File: src/rtl/playseq_sessao_controle.sv
// Best-of-N session scheduler above jogo_playseq: starts games, tallies results, paces and decides the series.
// Optional macro SESSAO_TIMEOUT_REPETE_EN: a game's first timeout is replayed instead of counted as a loss.
module playseq_sessao_controle #(
  parameter int N_PARTIDAS = 3,
  parameter int INTERVALO  = 1000,
  parameter int W_INT      = 10
) (
  input  logic       clock,
  input  logic       reset,
  input  logic       iniciar,
  input  logic       abortar,
  input  logic       ganhou,
  input  logic       perdeu,
  input  logic       timeout,
  output logic       jogar,
  output logic       sessao_ativa,
  output logic [3:0] vitorias,
  output logic [3:0] derrotas,
  output logic [3:0] partida,
  output logic       sessao_ganha,
  output logic       sessao_perdida,
  output logic [3:0] db_estado
);

  localparam logic [3:0]       M_L       = 4'(N_PARTIDAS / 2 + 1);
  localparam logic [3:0]       N_L       = 4'(N_PARTIDAS);
  localparam logic [W_INT-1:0] FIM_PAUSA = W_INT'(INTERVALO - 1);

  typedef enum logic [2:0] {
    S_OCIOSO    = 3'd0,
    S_DISPARA   = 3'd1,
    S_AGUARDA   = 3'd2,
    S_JOGANDO   = 3'd3,
    S_REGISTRA  = 3'd4,
    S_AVALIA    = 3'd5,
    S_INTERVALO = 3'd6,
    S_FIM       = 3'd7
  } estado_t;

  estado_t          r_estado, w_prox;
  logic [3:0]       r_vit, r_der, r_par;
  logic [W_INT-1:0] r_pausa;
  logic             w_abort, w_limpa, w_inc_vit, w_inc_der, w_avanca, w_pausa_clr, w_pausa_inc;
  logic             w_algum_res;
`ifdef SESSAO_TIMEOUT_REPETE_EN
  logic             r_repetiu;
  logic             w_marca_rep;
`endif

  assign w_algum_res = ganhou | perdeu | timeout;
  assign w_abort     = abortar && (r_estado != S_OCIOSO) && (r_estado != S_FIM);

  // Next-state and datapath control decode; abort overrides every transition.
  always_comb begin
    w_prox      = r_estado;
    w_limpa     = 1'b0;
    w_inc_vit   = 1'b0;
    w_inc_der   = 1'b0;
    w_avanca    = 1'b0;
    w_pausa_clr = 1'b0;
    w_pausa_inc = 1'b0;
`ifdef SESSAO_TIMEOUT_REPETE_EN
    w_marca_rep = 1'b0;
`endif
    if (w_abort) begin
      w_prox = S_OCIOSO;
    end else begin
      case (r_estado)
        S_OCIOSO, S_FIM: begin
          if (iniciar) begin
            w_limpa = 1'b1;
            w_prox  = S_DISPARA;
          end else begin
            w_prox = r_estado;
          end
        end
        S_DISPARA: w_prox = S_AGUARDA;
        // Hold off until the game has dropped the previous result.
        S_AGUARDA: begin
          if (!w_algum_res) begin
            w_prox = S_JOGANDO;
          end else begin
            w_prox = S_AGUARDA;
          end
        end
        S_JOGANDO: begin
          if (w_algum_res) begin
            w_prox = S_REGISTRA;
          end else begin
            w_prox = S_JOGANDO;
          end
        end
        S_REGISTRA: begin
          w_prox = S_AVALIA;
`ifdef SESSAO_TIMEOUT_REPETE_EN
          if (timeout && !ganhou && !r_repetiu) begin
            w_marca_rep = 1'b1;
            w_pausa_clr = 1'b1;
            w_prox      = S_INTERVALO;
          end else
`endif
          if (timeout || perdeu) begin
            w_inc_der = 1'b1;
          end else if (ganhou) begin
            w_inc_vit = 1'b1;
          end else begin
            w_inc_der = 1'b0;
          end
        end
        S_AVALIA: begin
          if ((r_vit >= M_L) || (r_der >= M_L)) begin
            w_prox = S_FIM;
          end else if (r_par == N_L) begin
            w_prox = S_FIM;
          end else begin
            w_avanca    = 1'b1;
            w_pausa_clr = 1'b1;
            w_prox      = S_INTERVALO;
          end
        end
        S_INTERVALO: begin
          w_pausa_inc = 1'b1;
          if (r_pausa == FIM_PAUSA) begin
            w_prox = S_DISPARA;
          end else begin
            w_prox = S_INTERVALO;
          end
        end
        default: w_prox = S_OCIOSO;
      endcase
    end
  end

  // State, tallies, game index and pause counter.
  always_ff @(posedge clock or posedge reset) begin
    if (reset) begin
      r_estado <= S_OCIOSO;
      r_vit    <= 4'd0;
      r_der    <= 4'd0;
      r_par    <= 4'd0;
      r_pausa  <= '0;
    end else begin
      r_estado <= w_prox;
      if (w_limpa) begin
        r_vit   <= 4'd0;
        r_der   <= 4'd0;
        r_par   <= 4'd1;
        r_pausa <= '0;
      end else begin
        if (w_inc_vit && (r_vit != 4'd15)) r_vit <= r_vit + 4'd1;
        if (w_inc_der && (r_der != 4'd15)) r_der <= r_der + 4'd1;
        if (w_avanca && (r_par != 4'd15))  r_par <= r_par + 4'd1;
        if (w_pausa_clr) begin
          r_pausa <= '0;
        end else if (w_pausa_inc) begin
          r_pausa <= r_pausa + W_INT'(1);
        end
      end
    end
  end

`ifdef SESSAO_TIMEOUT_REPETE_EN
  // Per-game replay flag, cleared whenever a new game index begins.
  always_ff @(posedge clock or posedge reset) begin
    if (reset) begin
      r_repetiu <= 1'b0;
    end else if (w_limpa || w_avanca) begin
      r_repetiu <= 1'b0;
    end else if (w_marca_rep) begin
      r_repetiu <= 1'b1;
    end
  end
`endif

  assign jogar          = (r_estado == S_DISPARA);
  assign sessao_ativa   = (r_estado != S_OCIOSO) && (r_estado != S_FIM);
  assign vitorias       = r_vit;
  assign derrotas       = r_der;
  assign partida        = r_par;
  assign sessao_ganha   = (r_estado == S_FIM) && (r_vit >= M_L);
  assign sessao_perdida = (r_estado == S_FIM) && (r_vit < M_L);
  assign db_estado      = {1'b0, r_estado};

endmodule
File: config.mk
export PLATFORM = sky130hd
export DESIGN_NAME = playseq_sessao_controle
export DESIGN_NICKNAME = d
export VERILOG_FILES = /design/src/rtl/playseq_sessao_controle.sv
export SDC_FILE = /design/constraint.sdc
export NUM_CORES = 1
export LEC_CHECK = 0
export ABC_AREA = 0
export ABC_CLOCK_PERIOD_IN_PS = 1800
export CAP_MARGIN = 10
export CORE_ASPECT_RATIO = 1.5
export CORE_MARGIN = 8
export CORE_UTILIZATION = 47
export DETAILED_ROUTE_END_ITERATION = 6
export MAX_ROUTING_LAYER = met4
export PLACE_DENSITY = 0.77
export SETUP_SLACK_MARGIN = 0.3
export SLEW_MARGIN = 20
export SYNTH_ARGS = -nofsm -noshare
export SYNTH_HDL_FRONTEND = slang
export SYNTH_SLANG_ARGS = --single-unit
File: constraint.sdc
create_clock -name clock -period 1.8 [get_ports clock]
set_clock_uncertainty 0.15 [all_clocks]
set_input_delay 0.18 -clock clock [delete_from_list [all_inputs] [get_ports clock]]
set_output_delay 0.18 -clock clock [all_outputs]
set_load 0.005 [all_outputs]
**Word-level counts from Yosys, hierarchy flattened**

Cells that the tools add are included.

- Logic and storage cells: 78
- Input port bits: 7
- Bits in registers: 25
- Output and inout port bits: 20

- Muxes and demuxes: 33
- Add/sub/neg operators: 4
- Equal/unequal tests: 14
- Bitwise logic cells: 2
- Reductions and logical operators: 17
- $lt $le $gt $ge: 3

Operator list:

| kind | count |
|---|---|
| $mux W10 | 3 |
| $mux W4 | 6 |
| $pmux W3 S7 | 1 |
| $mux W1 | 19 |
| $add A4 B1 Y4 const B | 3 |
| $eq A3 B3 Y1 const B | 4 |
| $mux W3 | 4 |
| $ne A4 B4 Y1 const B | 3 |
| $add A10 B1 Y10 const B | 1 |
| $eq A10 B10 Y1 const B | 1 |
| $ge A4 B2 Y1 const B | 2 |
| $logic_and A1 B1 Y1 | 8 |
| $eq A3 B2 Y1 const B | 2 |
| $ne A3 B3 Y1 const B | 2 |
| $reduce_bool A2 Y1 | 3 |
| $reduce_bool A3 Y1 | 2 |
| $eq A4 B2 Y1 const B | 1 |
| $lt A4 B2 Y1 const B | 1 |
| $eq A3 B1 Y1 const B | 1 |
| $logic_not A3 Y1 | 1 |
| $logic_or A1 B1 Y1 | 2 |
| $or A1 B1 Y1 | 2 |
| $reduce_or A2 Y1 | 1 |

**Depth between registers and ports, before layout**

- Depth in word-level cells: 8
- Gate-level depth with buffers: 6
- Gate-level depth less buffers: 6

**Worst setup path before layout**

OpenSTA, ideal clock, no wires.

- Path kind: register to register
- Start point: register r_der[0] (netlist: derrotas[0])
- End point: register r_par[1] (netlist: partida[1])
- Cell stages (with the launch flop): 7
- Path slack: 49 ps
- Library setup time: 121 ps
- Required time: 1,529 ps
- Data arrival time: 1,480 ps
- Cell sequence: dfrtp_1 > inv_1 > ha_1 > nor4_2 > o2111a_1 > mux2i_1 > nor2_1

- Cells in the longest elaborated chain, start to end: 7

Ends and longest elaborated chain:

| element | RTL line | RTL |
|---|---|---|
| start, declared | 41 | `logic [3:0] r_vit, r_der, r_par;` |
| start signal, assigned | 151 | `if (w_inc_der && (r_der != 4'd15)) r_der <= r_der + 4'd1;` |
| $ge A4 B2 Y1 | 111 | `if ((r_vit >= M_L) \|\| (r_der >= M_L)) begin` |
| $logic_or A1 B1 Y1 | 111 |  |
| $mux W1 | 111 |  |
| $mux W1 | 68 | `case (r_estado)` |
| $mux W1 | 65 | `if (w_abort) begin` |
| $logic_and A1 B1 Y1 | 152 | `if (w_avanca && (r_par != 4'd15)) r_par <= r_par + 4'd1;` |
| $reduce_bool A2 Y1 (no source line) | -- |  |
| end signal, assigned | 152 |  |
| end, declared | 41 |  |

No other way between the ends.
A chain may end at the register's enable or synchronous reset.

**Worst setup path in the final report**

- Start point: register r_estado[0]
- End point: output port jogar

- Cells in the longest elaborated chain, start to end: 1

Ends and longest elaborated chain:

| element | RTL line | RTL |
|---|---|---|
| start, declared | 40 | `estado_t r_estado, w_prox;` |
| start signal, assigned | 143 | `r_estado <= w_prox;` |
| $eq A3 B1 Y1 | 175 | `assign jogar = (r_estado == S_DISPARA);` |
| end, declared | 15 | `output logic jogar,` |

No other way between the ends.

==> insert_results.sql <==
INSERT INTO impl_metrics (metric_group, metric, value, unit) VALUES
('detailed_routing', 'wl_per_cell', '17.8', 'um'),
('critical_path', 'worst_r2r_startpoint', 'r_estado[1]', ''),
('floorplan', 'i_o_pin_count', '27', ''),
('cells_and_area', 'antenna_diode_count', '0', ''),
('cells_and_area', 'postLayoutCellArea', '2470', 'um^2'),
('critical_path', 'regToRegSetupSlack', '-0.06', 'ns'),
('detailed_routing', 'routed_via_density', '5.54', ''),
('floorplan', 'chipHeight', '87.2', 'um'),
('global_routing', 'vias_in_the_first_global_route', '1673', ''),
('logic_synthesis', 'synth.lib_cells_used.distinct', '43', ''),
('timing', 'setup_total_negative_slack', '-0.456', 'ns'),
('logic_synthesis', 'synth_sequential_area_ratio', '39.3', '%'),
('detailed_routing', 'remaining_drc_errors', '0', ''),
('detailed_routing', 'final_ant_viol_nets', '0', ''),
('detailed_routing', 'dr.pass1.iters', '4', ''),
('clock_network', 'clk_latency', '0.27', 'ns'),
('status', 'violations', 'setup timing', ''),
('critical_path', 'worstPathRequired', '1.47', 'ns'),
('timing', 'hold_viol', '0', ''),
('clock_network', 'path_clk_slew', '0.08', 'ns'),
('cells_and_area', 'filler_cell_count', '235', ''),
('critical_path', 'kind_of_end_point_of_the_critical_path', 'output port', ''),
('clock_network', 'cts_tree', 'done', ''),
('clock_network', 'numClockSinks', '25', ''),
('cells_and_area', 'drive_gt1_share', '46.4', '%'),
('pwr', 'vdd.ir_drop.worst', '0.000581', 'V'),
('cells_and_area', 'nNetsFinal', '251', ''),
('logic_synthesis', 'synth_fp_nets', '177', ''),
('cells_and_area', 'layout.cells.most_common_list', 'sky130_fd_sc_hd__buf_4 (41), sky130_fd_sc_hd__dfrtp_1 (15), sky130_fd_sc_hd__dlygate4sd2_1 (14), sky130_fd_sc_hd__nor2_1 (13), sky130_fd_sc_hd__nand2_1 (12)', ''),
('logic_synthesis', 'synth-edff-count', '0', ''),
('placement', 'gpl.final_weighted_congestion', '0.829', ''),
('clock_network', 'hold_bufs_inserted_after_cts', '0', ''),
('job', 'cap_violations', '0', ''),
('logic_synthesis', 'yosysWarningCount', '0', ''),
('clock_network', 'cts-buffers-inserted', '3', ''),
('detailed_routing', 'route.vias.total', '1545', ''),
('logic_synthesis', 'netlist_instances', '164', ''),
('critical_path', 'worstPathMaxFanout', '7', ''),
('floorplan', 'std_cell_rows', '26', ''),
('timing', 'setup_slack', '-0.0659', 'ns'),
('placement', 'hpwl', '2.94', 'mm'),
('clock_network', 'cts-root-buf', 'sky130_fd_sc_hd__clkbuf_8', ''),
('detailed_routing', 'dr.first_iter.drc_count', '37', ''),
('timing', 'final.period_utilization', '104', '%'),
('cells_and_area', 'layout-area-overhead-vs-synth', '55.5', '%'),
('critical_path', 'critPathKind', 'reg2out', ''),
('logic_synthesis', 'mappedNetlistArea', '1590', 'um^2'),
('logic_synthesis', 'synthesis.area_per_instance', '9.70', 'um^2'),
('floorplan', 'fp.dieArea', '5540', 'um^2'),
('clock_network', 'h_tree_level_count', '1', ''),
('placement', 'port_buffers', '25', ''),
('logic_synthesis', 'synth_seq_cells', '25', ''),
('placement', 'placedCellCount', '241', ''),
('timing', 'final-setup-viol-count', '19', ''),
('global_routing', 'grt_start_max_net_pins', '26', ''),
('floorplan', 'placeableCoreArea', '3320', 'um^2'),
('critical_path', 'worstPathArrival', '1.54', 'ns'),
('pwr', 'power.leakage', '1.15', 'nW'),
('global_routing', 'number_of_antenna_violations_at_the_first_check_in_global_routing', '0', ''),
('global_routing', 'overflow', '0', ''),
('cells_and_area', 'layout.cells.most_common', 'sky130_fd_sc_hd__buf_4', ''),
('critical_path', 'setup.worst_path.start', 'r_estado[0]', ''),
('timing', 'worst_case_hold_slack', '0.111', 'ns'),
('critical_path', 'setup.worst_path.start_class', 'flop', ''),
('cells_and_area', 'finalNonFillerCells', '279', ''),
('min_path', 'worst_hold_path_type', 'in2async', ''),
('logic_synthesis', 'commonest_register_cell_after_synthesis', 'sky130_fd_sc_hd__dfrtp_1', ''),
('timing', 'maxClockFrequency', '0.536', 'GHz'),
('timing', 'final-max-slew-violation-count', '0', ''),
('floorplan', 'starting_density_of_the_core', '47.9', '%'),
('floorplan', 'dieWidth', '63.5', 'um'),
('status', 'status', 'finished, violations left', ''),
('global_routing', 'grt_first_pass_wirelength', '7.62', 'mm'),
('global_routing', 'grt_util_all_layers', '17.3', '%'),
('timing', 'rsz0062_at_grt', 'yes', ''),
('detailed_routing', 'drt-total-wl', '4.97', 'mm'),
('logic_synthesis', 'synth_async_sr_flop_share', '100', '%'),
('clock_network', 'clockBufferDepth', '2', ''),
('pwr', 'cellPowerDensity', '770', 'nW/um^2'),
('timing', 'final.min_clock_period', '1.87', 'ns'),
('placement', 'placed_area', '2010', 'um^2');
-- Yosys cell counts (2+ instances only) --
library cell / count / area share [%]
sky130_fd_sc_hd__buf_2: 3 / 0.94
sky130_fd_sc_hd__o21ai_0: 2 / 0.63
sky130_fd_sc_hd__or2_0: 2 / 0.79
sky130_fd_sc_hd__buf_4: 2 / 0.94
sky130_fd_sc_hd__nor2_1: 21 / 5.0
sky130_fd_sc_hd__nand3_1: 8 / 2.5
sky130_fd_sc_hd__inv_1: 6 / 1.4
sky130_fd_sc_hd__nand2_1: 14 / 3.3
sky130_fd_sc_hd__ha_1: 6 / 4.7
sky130_fd_sc_hd__nand4_1: 8 / 3.1
sky130_fd_sc_hd__mux2i_1: 3 / 1.9
sky130_fd_sc_hd__nor3_1: 5 / 1.6
sky130_fd_sc_hd__dfrtp_1: 25 / 39
sky130_fd_sc_hd__nor4_1: 2 / 0.79
sky130_fd_sc_hd__nand2b_1: 2 / 0.79
sky130_fd_sc_hd__nor2b_1: 3 / 1.2
sky130_fd_sc_hd__xor2_1: 7 / 3.9
sky130_fd_sc_hd__and3_1: 4 / 1.6
sky130_fd_sc_hd__a31oi_1: 2 / 0.79
sky130_fd_sc_hd__a21oi_1: 3 / 0.94
sky130_fd_sc_hd__nor4_4: 4 / 5.4
sky130_fd_sc_hd__xnor2_1: 10 / 5.5
sky130_fd_sc_hd__and4bb_2: 2 / 1.6
-- path summary, 6_finish.rpt --
check	endpoint	cells past startpoint
setup / recovery	jogar	3
hold / removal	r_pausa[6]	3
setup reg to reg	partida[1]	6
hold reg to reg	r_pausa[9]	2
max in group asynchronous	vitorias[3]	3
min in group clock	r_pausa[9]	2
-- metal layers --
layer  vias up  wire length, um  GRT usage [%]
met5         -                0              -
met2        48             2770           31.9
met3        13              209           3.22
met1       760             1870           17.0
met4         0              116           8.15
li1        724                -              -
-- layout make-up --
| type | count | area [um^2] | share of cell area [%] |
|---|---|---|---|
| Inverter | 6 | 22.5 | 0.911 |
| Multi-Input combinational cell | 128 | 1100 | 44.3 |
| Timing Repair Buffer | 74 | 618 | 25.0 |
| Tap cell | 42 | 52.6 | 2.13 |
| Sequential cell | 25 | 638 | 25.8 |
| Clock buffer | 4 | 45.0 | 1.82 |
-- stage by stage --
| stage | total power, mW | util (%) | worst slack, ns |
|---|---|---|---|
| finish | 1.90 | 74.5 | -0.0659 |
| global route | 2.00 | 74.5 | -0.149 |
| CTS | 1.72 | 70.1 | -0.0482 |
| detailed placement | 1.23 | 60.5 | -0.142 |
| global placement | 1.22 | 60.5 | -0.0757 |
| floorplan | 0.964 | - | 0.187 |
-- state kept, by name (all words and copies together) (netlist names) --
register and cells:
derrotas 4, partida 4, r_estado 3, r_pausa 10
vitorias 4
-- cell families (layout without fill, tap and decap cells) --
group / after synthesis / in the layout / share of synthesized area, %
and+or+nand+nor: 84 / 85 / 33.4
xor gates and xnor gates: 17 / 17 / 9.36
adders and majority gates: 6 / 6 / 4.72
DFF: 25 / 25 / 39.3
AOI/OAI and AO/OA: 16 / 16 / 7.08
buffers and inverters: 12 / 84 / 4.01
muxes: 3 / 3 / 1.89
other: 1 / 1 / 0.236
-- where the power goes --
part / total [mW] / internal, mW / switching [mW]
clock network: 0.328 / 0.158 / 0.170
logic: 0.917 / 0.473 / 0.444
registers: 0.658 / 0.598 / 0.0592
-- worst max-delay path, cell delays in order (launching register included) --
cell and delay [ns]:
sky130_fd_sc_hd__dfrtp_2 0.45, sky130_fd_sc_hd__nor2b_2 0.18, sky130_fd_sc_hd__nor2b_1 0.13, sky130_fd_sc_hd__clkdlybuf4s50_1 0.50
-- what timing repair did --
| item | CTS | global route |
|---|---|---|
| gates resized for setup | 44 | 36 |
| setup endpoints to repair | 44 | 30 |
| cloned | 0 | 1 |
| buffers inserted | 29 | 4 |
| pin swaps | 14 | 27 |
No activity file was read; power rests on OpenSTA's default activity.
